<file path="src/rtl/python_pkg.sv">
// python_pkg: code words, pixel width and state encoding shared by the encoder and decoder.
package python_pkg;
  localparam int DEF_PIXEL_BITS = 10;
  localparam logic [9:0] DEF_FS = 10'h2AA;
  localparam logic [9:0] DEF_LS = 10'h0AA;
  localparam logic [9:0] DEF_FE = 10'h3AA;
  localparam logic [9:0] DEF_LE = 10'h12A;
  localparam logic [9:0] DEF_IMG = 10'h035;
  localparam logic [9:0] DEF_CRC = 10'h059;
  localparam logic [9:0] DEF_TR = 10'h3A6;
  typedef enum logic [2:0] {IDLE, LINE, CRCW, HBLK, VBLK} state_t;
endpackage

</file>
<file path="src/rtl/python_lane_xor.sv">
// python_lane_xor: per-lane running XOR checksum of the pixels sent in one line.
module python_lane_xor #(
  parameter int W = 10
) (
  input  logic         clk,
  input  logic         rst,
  input  logic         en,
  input  logic         clr,
  input  logic [W-1:0] din,
  output logic [W-1:0] acc
);
  always_ff @(posedge clk or posedge rst)
    if (rst) acc <= '0;
    else if (clr) acc <= '0;
    else if (en) acc <= acc ^ din;
endmodule

</file>
<file path="src/rtl/python_encode.sv">
// python_encode: frames pixel kernels into a sync channel plus CH data lanes with per-line XOR checksums.
module python_encode
  import python_pkg::*;
#(
  parameter int PIXEL_BITS = DEF_PIXEL_BITS,
  parameter logic [PIXEL_BITS-1:0] FS = PIXEL_BITS'(DEF_FS),
  parameter logic [PIXEL_BITS-1:0] LS = PIXEL_BITS'(DEF_LS),
  parameter logic [PIXEL_BITS-1:0] FE = PIXEL_BITS'(DEF_FE),
  parameter logic [PIXEL_BITS-1:0] LE = PIXEL_BITS'(DEF_LE),
  parameter logic [PIXEL_BITS-1:0] IMG = PIXEL_BITS'(DEF_IMG),
  parameter logic [PIXEL_BITS-1:0] CRC = PIXEL_BITS'(DEF_CRC),
  parameter logic [PIXEL_BITS-1:0] TR = PIXEL_BITS'(DEF_TR),
  parameter int CH = 4,
  parameter int WIDTH_BITS = 12,
  parameter int HEIGHT_BITS = 12
) (
  input  logic                     clk,
  input  logic                     rst,
  input  logic                     enable,
  input  logic [WIDTH_BITS-1:0]    hsize,
  input  logic [HEIGHT_BITS-1:0]   vsize,
  input  logic [WIDTH_BITS-1:0]    hblank,
  input  logic [WIDTH_BITS-1:0]    vblank,
  input  logic [CH*PIXEL_BITS-1:0] in_data,
  input  logic                     in_valid,
  output logic                     in_ready,
  output logic [PIXEL_BITS-1:0]    sync,
  output logic [CH*PIXEL_BITS-1:0] dout,
  output logic                     busy,
  output logic                     underflow
);
  localparam int W = CH * PIXEL_BITS;
  state_t state;
  logic [WIDTH_BITS-1:0] h_l, hb_l, vb_l, hcnt, bcnt;
  logic [HEIGHT_BITS-1:0] v_l, vcnt;
  logic [W-1:0] acc, kernel;
  logic [PIXEL_BITS-1:0] line_code;
  logic take, last_k, last_line, blk_end, frame_end, start;
  assign in_ready = state == LINE;
  assign take = in_ready && in_valid;
  assign kernel = in_valid ? in_data : '0;
  assign last_k = hcnt == h_l - WIDTH_BITS'(1);
  assign last_line = vcnt == v_l - HEIGHT_BITS'(1);
  assign blk_end = bcnt == (state == HBLK ? hb_l : vb_l) - WIDTH_BITS'(1);
  assign frame_end = (state == CRCW && last_line && vb_l == '0) || (state == VBLK && blk_end);
  assign start = enable && (state == IDLE || frame_end);
  assign line_code = hcnt == '0 ? (vcnt == '0 ? FS : LS) : last_k ? (last_line ? FE : LE) : IMG;
  for (genvar l = 0; l < CH; l++) begin : g_lane
    python_lane_xor #(.W(PIXEL_BITS)) u_xor (
      .clk(clk),
      .rst(rst),
      .en(take),
      .clr(state == CRCW),
      .din(in_data[l*PIXEL_BITS +: PIXEL_BITS]),
      .acc(acc[l*PIXEL_BITS +: PIXEL_BITS])
    );
  end
  // Sizes are sampled only when a frame starts so mid-frame input changes are ignored.
  always_ff @(posedge clk or posedge rst)
    if (rst) begin
      state <= IDLE;
      h_l <= '0;
      v_l <= '0;
      hb_l <= '0;
      vb_l <= '0;
      hcnt <= '0;
      vcnt <= '0;
      bcnt <= '0;
    end else if (start) begin
      state <= LINE;
      h_l <= hsize < WIDTH_BITS'(2) ? WIDTH_BITS'(2) : hsize;
      v_l <= vsize == '0 ? HEIGHT_BITS'(1) : vsize;
      hb_l <= hblank;
      vb_l <= vblank;
      hcnt <= '0;
      vcnt <= '0;
      bcnt <= '0;
    end else
      case (state)
        LINE: begin
          hcnt <= last_k ? '0 : hcnt + WIDTH_BITS'(1);
          if (last_k) state <= CRCW;
        end
        CRCW: begin
          bcnt <= '0;
          state <= !last_line ? (hb_l == '0 ? LINE : HBLK) : (vb_l == '0 ? IDLE : VBLK);
          if (!last_line && hb_l == '0) vcnt <= vcnt + HEIGHT_BITS'(1);
        end
        HBLK:
          if (blk_end) begin
            state <= LINE;
            vcnt <= vcnt + HEIGHT_BITS'(1);
          end else bcnt <= bcnt + WIDTH_BITS'(1);
        VBLK:
          if (blk_end) state <= IDLE;
          else bcnt <= bcnt + WIDTH_BITS'(1);
        default: ;
      endcase
  // Output stage lags the state by one cycle so a kernel and its sync word leave together.
  always_ff @(posedge clk or posedge rst)
    if (rst) begin
      sync <= TR;
      dout <= {CH{TR}};
      busy <= 1'b0;
      underflow <= 1'b0;
    end else begin
      sync <= state == LINE ? line_code : state == CRCW ? CRC : TR;
      dout <= state == LINE ? kernel : state == CRCW ? acc : {CH{TR}};
      busy <= state != IDLE;
      underflow <= underflow || (in_ready && !in_valid);
    end
endmodule

</file>
<file path="config.mk">
export PLATFORM = sky130hd
export DESIGN_NAME = python_encode
export DESIGN_NICKNAME = d
export VERILOG_FILES = /design/src/rtl/python_pkg.sv /design/src/rtl/python_lane_xor.sv /design/src/rtl/python_encode.sv
export SDC_FILE = /design/constraint.sdc
export NUM_CORES = 1
export LEC_CHECK = 0
export ABC_AREA = 0
export CAP_MARGIN = 20
export CORE_AREA = 3 3 141 143
export DETAILED_ROUTE_END_ITERATION = 10
export DIE_AREA = 0 0 144 146
export PLACE_DENSITY_LB_ADDON = 0.1
export SLEW_MARGIN = 20
export SYNTH_ARGS = -nofsm -noshare
export SYNTH_HDL_FRONTEND = slang
export SYNTH_SLANG_ARGS = --single-unit
</file>
<file path="constraint.sdc">
create_clock -name clk -period 17.9 [get_ports clk]
set_input_delay 3.58 -clock clk [delete_from_list [all_inputs] [get_ports clk]]
set_output_delay 3.58 -clock clk [all_outputs]
set_load 0.05 [all_outputs]
</file>
==> flow_results.org <==
** Floorplanning
- Io pins :: 145
- Total Die Area :: 21000 sq um
- Effective utilization at floorplan :: 49.8%
- In this run the horizontal extent of the chip is 144 microns.
- The floorplan step set the die height to 146 microns.
- Number of placement rows :: 50
- The region available for standard cell placement spans 18700 sq um.

** Setup path
- Critical path's slowest cell :: sky130_fd_sc_hd__clkdlybuf4s50_1
- Crit path buf inv count :: 2
- Crit-path max FO :: 27
- Required time at the endpoint of the critical path :: about 14 ns
- The critical path goes through nor2_1 > nand2_1 > clkinv_1 > clkdlybuf4s50_1.
- STA classifies the critical path startpoint as a flop.
- Family with the most delay on the worst path :: buffers and inverters
- Data on the critical path arrives at its endpoint at 3.06 ns.
- The largest single stage delay on the critical path is 0.82 ns.
- The setup path with the least slack is of type flop to primary output.
- Endpoint kind of the worst setup timing path :: primary output

** CTS
- Clock Tree Buf Depth :: 2
- TritonCTS clock tree :: yes
- After clock tree synthesis, the clock-pin slew on the worst setup and hold paths is 0.07 ns.
- Clock latency on the worst-skew pair :: approximately 0.43 ns
- H-tree levels :: 4
- # Post-CTS Setup Buffers :: 0
- CTS root buf :: sky130_fd_sc_hd__clkbuf_16
- Once the clock tree was built, the resizer swapped 0 gates to a different size.
- Cts-stage hold buffer count :: 0
- The clock drives 178 sinks.
- Buffers inserted during clock tree synthesis total 17.

** Global route
- Overall routing resource usage :: 22.0%
- The first global-routing pass estimated 37.7 mm of wire.
- For this run the aggregate overflow at the end of global routing stands at 0.
- The number of global-route vias before repair is 7477.
- Pin count of the biggest net entering global routing :: 66
- The number of antenna violations at the first check in global routing is 0.

** Power and ir drop
- Standby leakage power :: 4.80 nW
- Pwr Density :: 99.6 nW/um^2
- Worst IR Drop VDD :: 0.0000683 V
- Overall power after layout :: 0.00114 W

** Finish
- Of the cells placed in the final design, the portion with a size suffix greater than 1 is 7.94%.
- The repair_antennas step left the layout with diodes totalling 0.
- Registers take 4490 sq um.
- The library cell used most frequently in the layout, excluding fill and tap cells, is sky130_fd_sc_hd__nand2_1.
- Leading cell types in the layout, fill and taps excluded :: sky130_fd_sc_hd__nand2_1 (220), sky130_fd_sc_hd__dfrtp_1 (148), sky130_fd_sc_hd__clkdlybuf4s50_1 (144)
- Number of fill cells :: around 1600
- Number of nets at the end of the flow :: ~1200
- Area of the multi-input gates :: ~4400 sq um
- Area added between synthesis and finish :: 22.9%
- For this run, the share of the core covered by cells in the final layout is 61.2%.

** STA
- Finish-stage setup viols :: 0
- Measured against its own limit, the worst slew margin works out to between 30 and 40%.
- Derived from the worst setup path, the maximum achievable clock frequency is 0.151 GHz.
- Minimum clock period :: 6.64 ns
- Setup repair after global routing missed its margin :: no
- On the final layout, the worst clock skew is 0.0129 ns.
- The worst path meets setup with 11.26 ns of slack.
- Slew Viols, Final :: 0
- Dividing the final minimum period by the clock period gives 37.1%.
- Transition time at the pin with the least slew margin :: 1.00 ns
- After routing, the total negative slack on setup checks comes to 0 ns.
- The count of endpoints failing hold in the final timing report came to 0.

** Logic synthesis
- Most area-consuming cells after synthesis :: sky130_fd_sc_hd__dfrtp_1 (40%), sky130_fd_sc_hd__nand2_1 (8.9%), sky130_fd_sc_hd__dfstp_2 (8.5%), sky130_fd_sc_hd__xnor2_1 (4.0%), sky130_fd_sc_hd__xor2_1 (4.0%)
- Of all flip-flops after synthesis, the portion carrying an async set or reset was 100%.
- Top-area cell type share of the netlist area :: around 40%
- Yosys Warn Count :: 0
- The biggest area contributor in the post-synthesis netlist is sky130_fd_sc_hd__dfrtp_1.
- The number of nets handed over by synthesis was 1130.
- Post-Syn Area per Cell :: 9.04 sq um
- The synthesized netlist contains 80 unique library cells.
- For this run, the leading register cell type out of synthesis is sky130_fd_sc_hd__dfrtp_1.
- Seq/Total Area, Yosys :: 48.2%
- Cell area after synthesis :: 9310 sq um
- Synthesis produced 1030 cells.
- Number of flops mapped to enable cells by yosys :: 0
- Counting flops and latches in the post-synthesis netlist gives between 150 and 200.

** Route
- Wire per inst :: 15.9 microns
- The detail route stage leaves a number of antenna-violating nets equal to 0.
- Total wire length :: roughly 22 mm
- For this block, the via count after detailed routing is around 7600.
- Count of routing violations after the opening detailed-route iteration :: 394
- In the routed layout, each cell is associated on average with a via count of about 5.5.
- The first TritonRoute pass finished after 5 iterations.
- For this run, design rule violations remaining after detail routing come to 0.

** Run status
- The flow ran to the end, and the final reports show no timing, DRC or antenna violations.

** Hold path
- The tightest min-delay check is of the flop to flop type.

** Placed design
- Placer's final routability congestion estimate :: 0.870
- The count of buffers added on input and output ports is 144.
- Placed wire-length estimate :: 15.3 mm
- OpenSTA, run right after detailed placement, puts the worst setup slack at ~11 ns.

** Job
- The tool flagged a number of max-cap violations equal to 0.
area by class of cell:
type | instances | area share (%)
clock inverters | 14 | 1.48
clock buffers | 18 | 3.75
multi-input cells | 759 | 38.6
well taps | 234 | 2.56
inverters | 38 | 1.29
flip-flops and latches | 178 | 39.2
repair buffers | 152 | 13.1
registers in the layout, indices dropped and copies added (netlist names):
| signal | count |
|---|---|
| dout | 40 |
| bcnt | 12 |
| h_l | 12 |
| vb_l | 12 |
| hb_l | 12 |
| sync | 9 |
| vcnt | 12 |
| v_l | 12 |
| busy | 1 |
| state | 3 |
| hcnt | 12 |
| g_lane.u_xor.acc | 40 |
| underflow | 1 |
cell families (layout without fill, tap and decap cells):
family	Yosys count	after routing	share of synthesized area (%)
simple gates	483	483	24.6
flops	178	178	48.2
compound gates	163	163	11.3
buf+inv	93	222	4.54
xor+xnor	86	86	8.09
mux	19	19	2.14
fa+ha+maj	8	8	1.07
cell usage after synthesis, types with 10 or more instances:
cell                       number
sky130_fd_sc_hd__buf_2         13
sky130_fd_sc_hd__clkbuf_1      26
sky130_fd_sc_hd__nor2b_1       11
sky130_fd_sc_hd__and3_1        17
sky130_fd_sc_hd__dfstp_2       30
sky130_fd_sc_hd__a21oi_1       20
sky130_fd_sc_hd__nor3_1        32
sky130_fd_sc_hd__xnor2_1       43
sky130_fd_sc_hd__o21ai_0       72
sky130_fd_sc_hd__buf_4         11
sky130_fd_sc_hd__inv_1         37
sky130_fd_sc_hd__dfrtp_1      148
sky130_fd_sc_hd__nand3_1       38
sky130_fd_sc_hd__nand2_1      220
sky130_fd_sc_hd__nor2_1        77
sky130_fd_sc_hd__nand4_1       10
sky130_fd_sc_hd__mux2i_1       14
sky130_fd_sc_hd__xor2_1        43
sky130_fd_sc_hd__nor4_1        15
sky130_fd_sc_hd__or3_1         22
sky130_fd_sc_hd__a31oi_1       11
layer usage:
layer  global-route usage, %  share of wire, %  vias up
met4                    5.89               1.5        0
met3                    4.34               4.8       26
met1                    30.8                47     3686
met2                    34.9                47      175
li1                        -                 -     3751
met5                       0                 0        -
power breakdown:
group	switching (W)	total, W	internal (W)	leakage [nW]
logic	0.000105	0.000217	0.000112	2.35
clock network	0.000175	0.000375	0.000200	0.290
registers	0.0000722	0.000548	0.000476	2.15
total	0.000353	0.00114	0.000788	4.80
final timing paths:
check / start / endpoint / slack, ns / cells after the start
max in group asynchronous: rst / hb_l[8] / 12.39 / 4
max: state[2] / in_ready / 11.26 / 4
min in group asynchronous: rst / g_lane[2].u_xor.acc[2] / 3.58 / 2
max reg2reg: state[0] / hcnt[10] / 12.84 / 14
min: underflow / underflow / 0.48 / 1
min reg2reg: underflow / underflow / 0.48 / 1
stage by stage:
step           std cells  area (sq um)  hold slack, ns
2_1_floorplan       1030          9310           0.460
3_3_place_gp        1361         10900           0.463
3_5_place_dp        1361         10900           0.462
4_1_cts             1393         11400           0.480
5_1_grt             1393         11400           0.513
6_report            1393         11400           0.479
(Power assumes the default switching activity.)
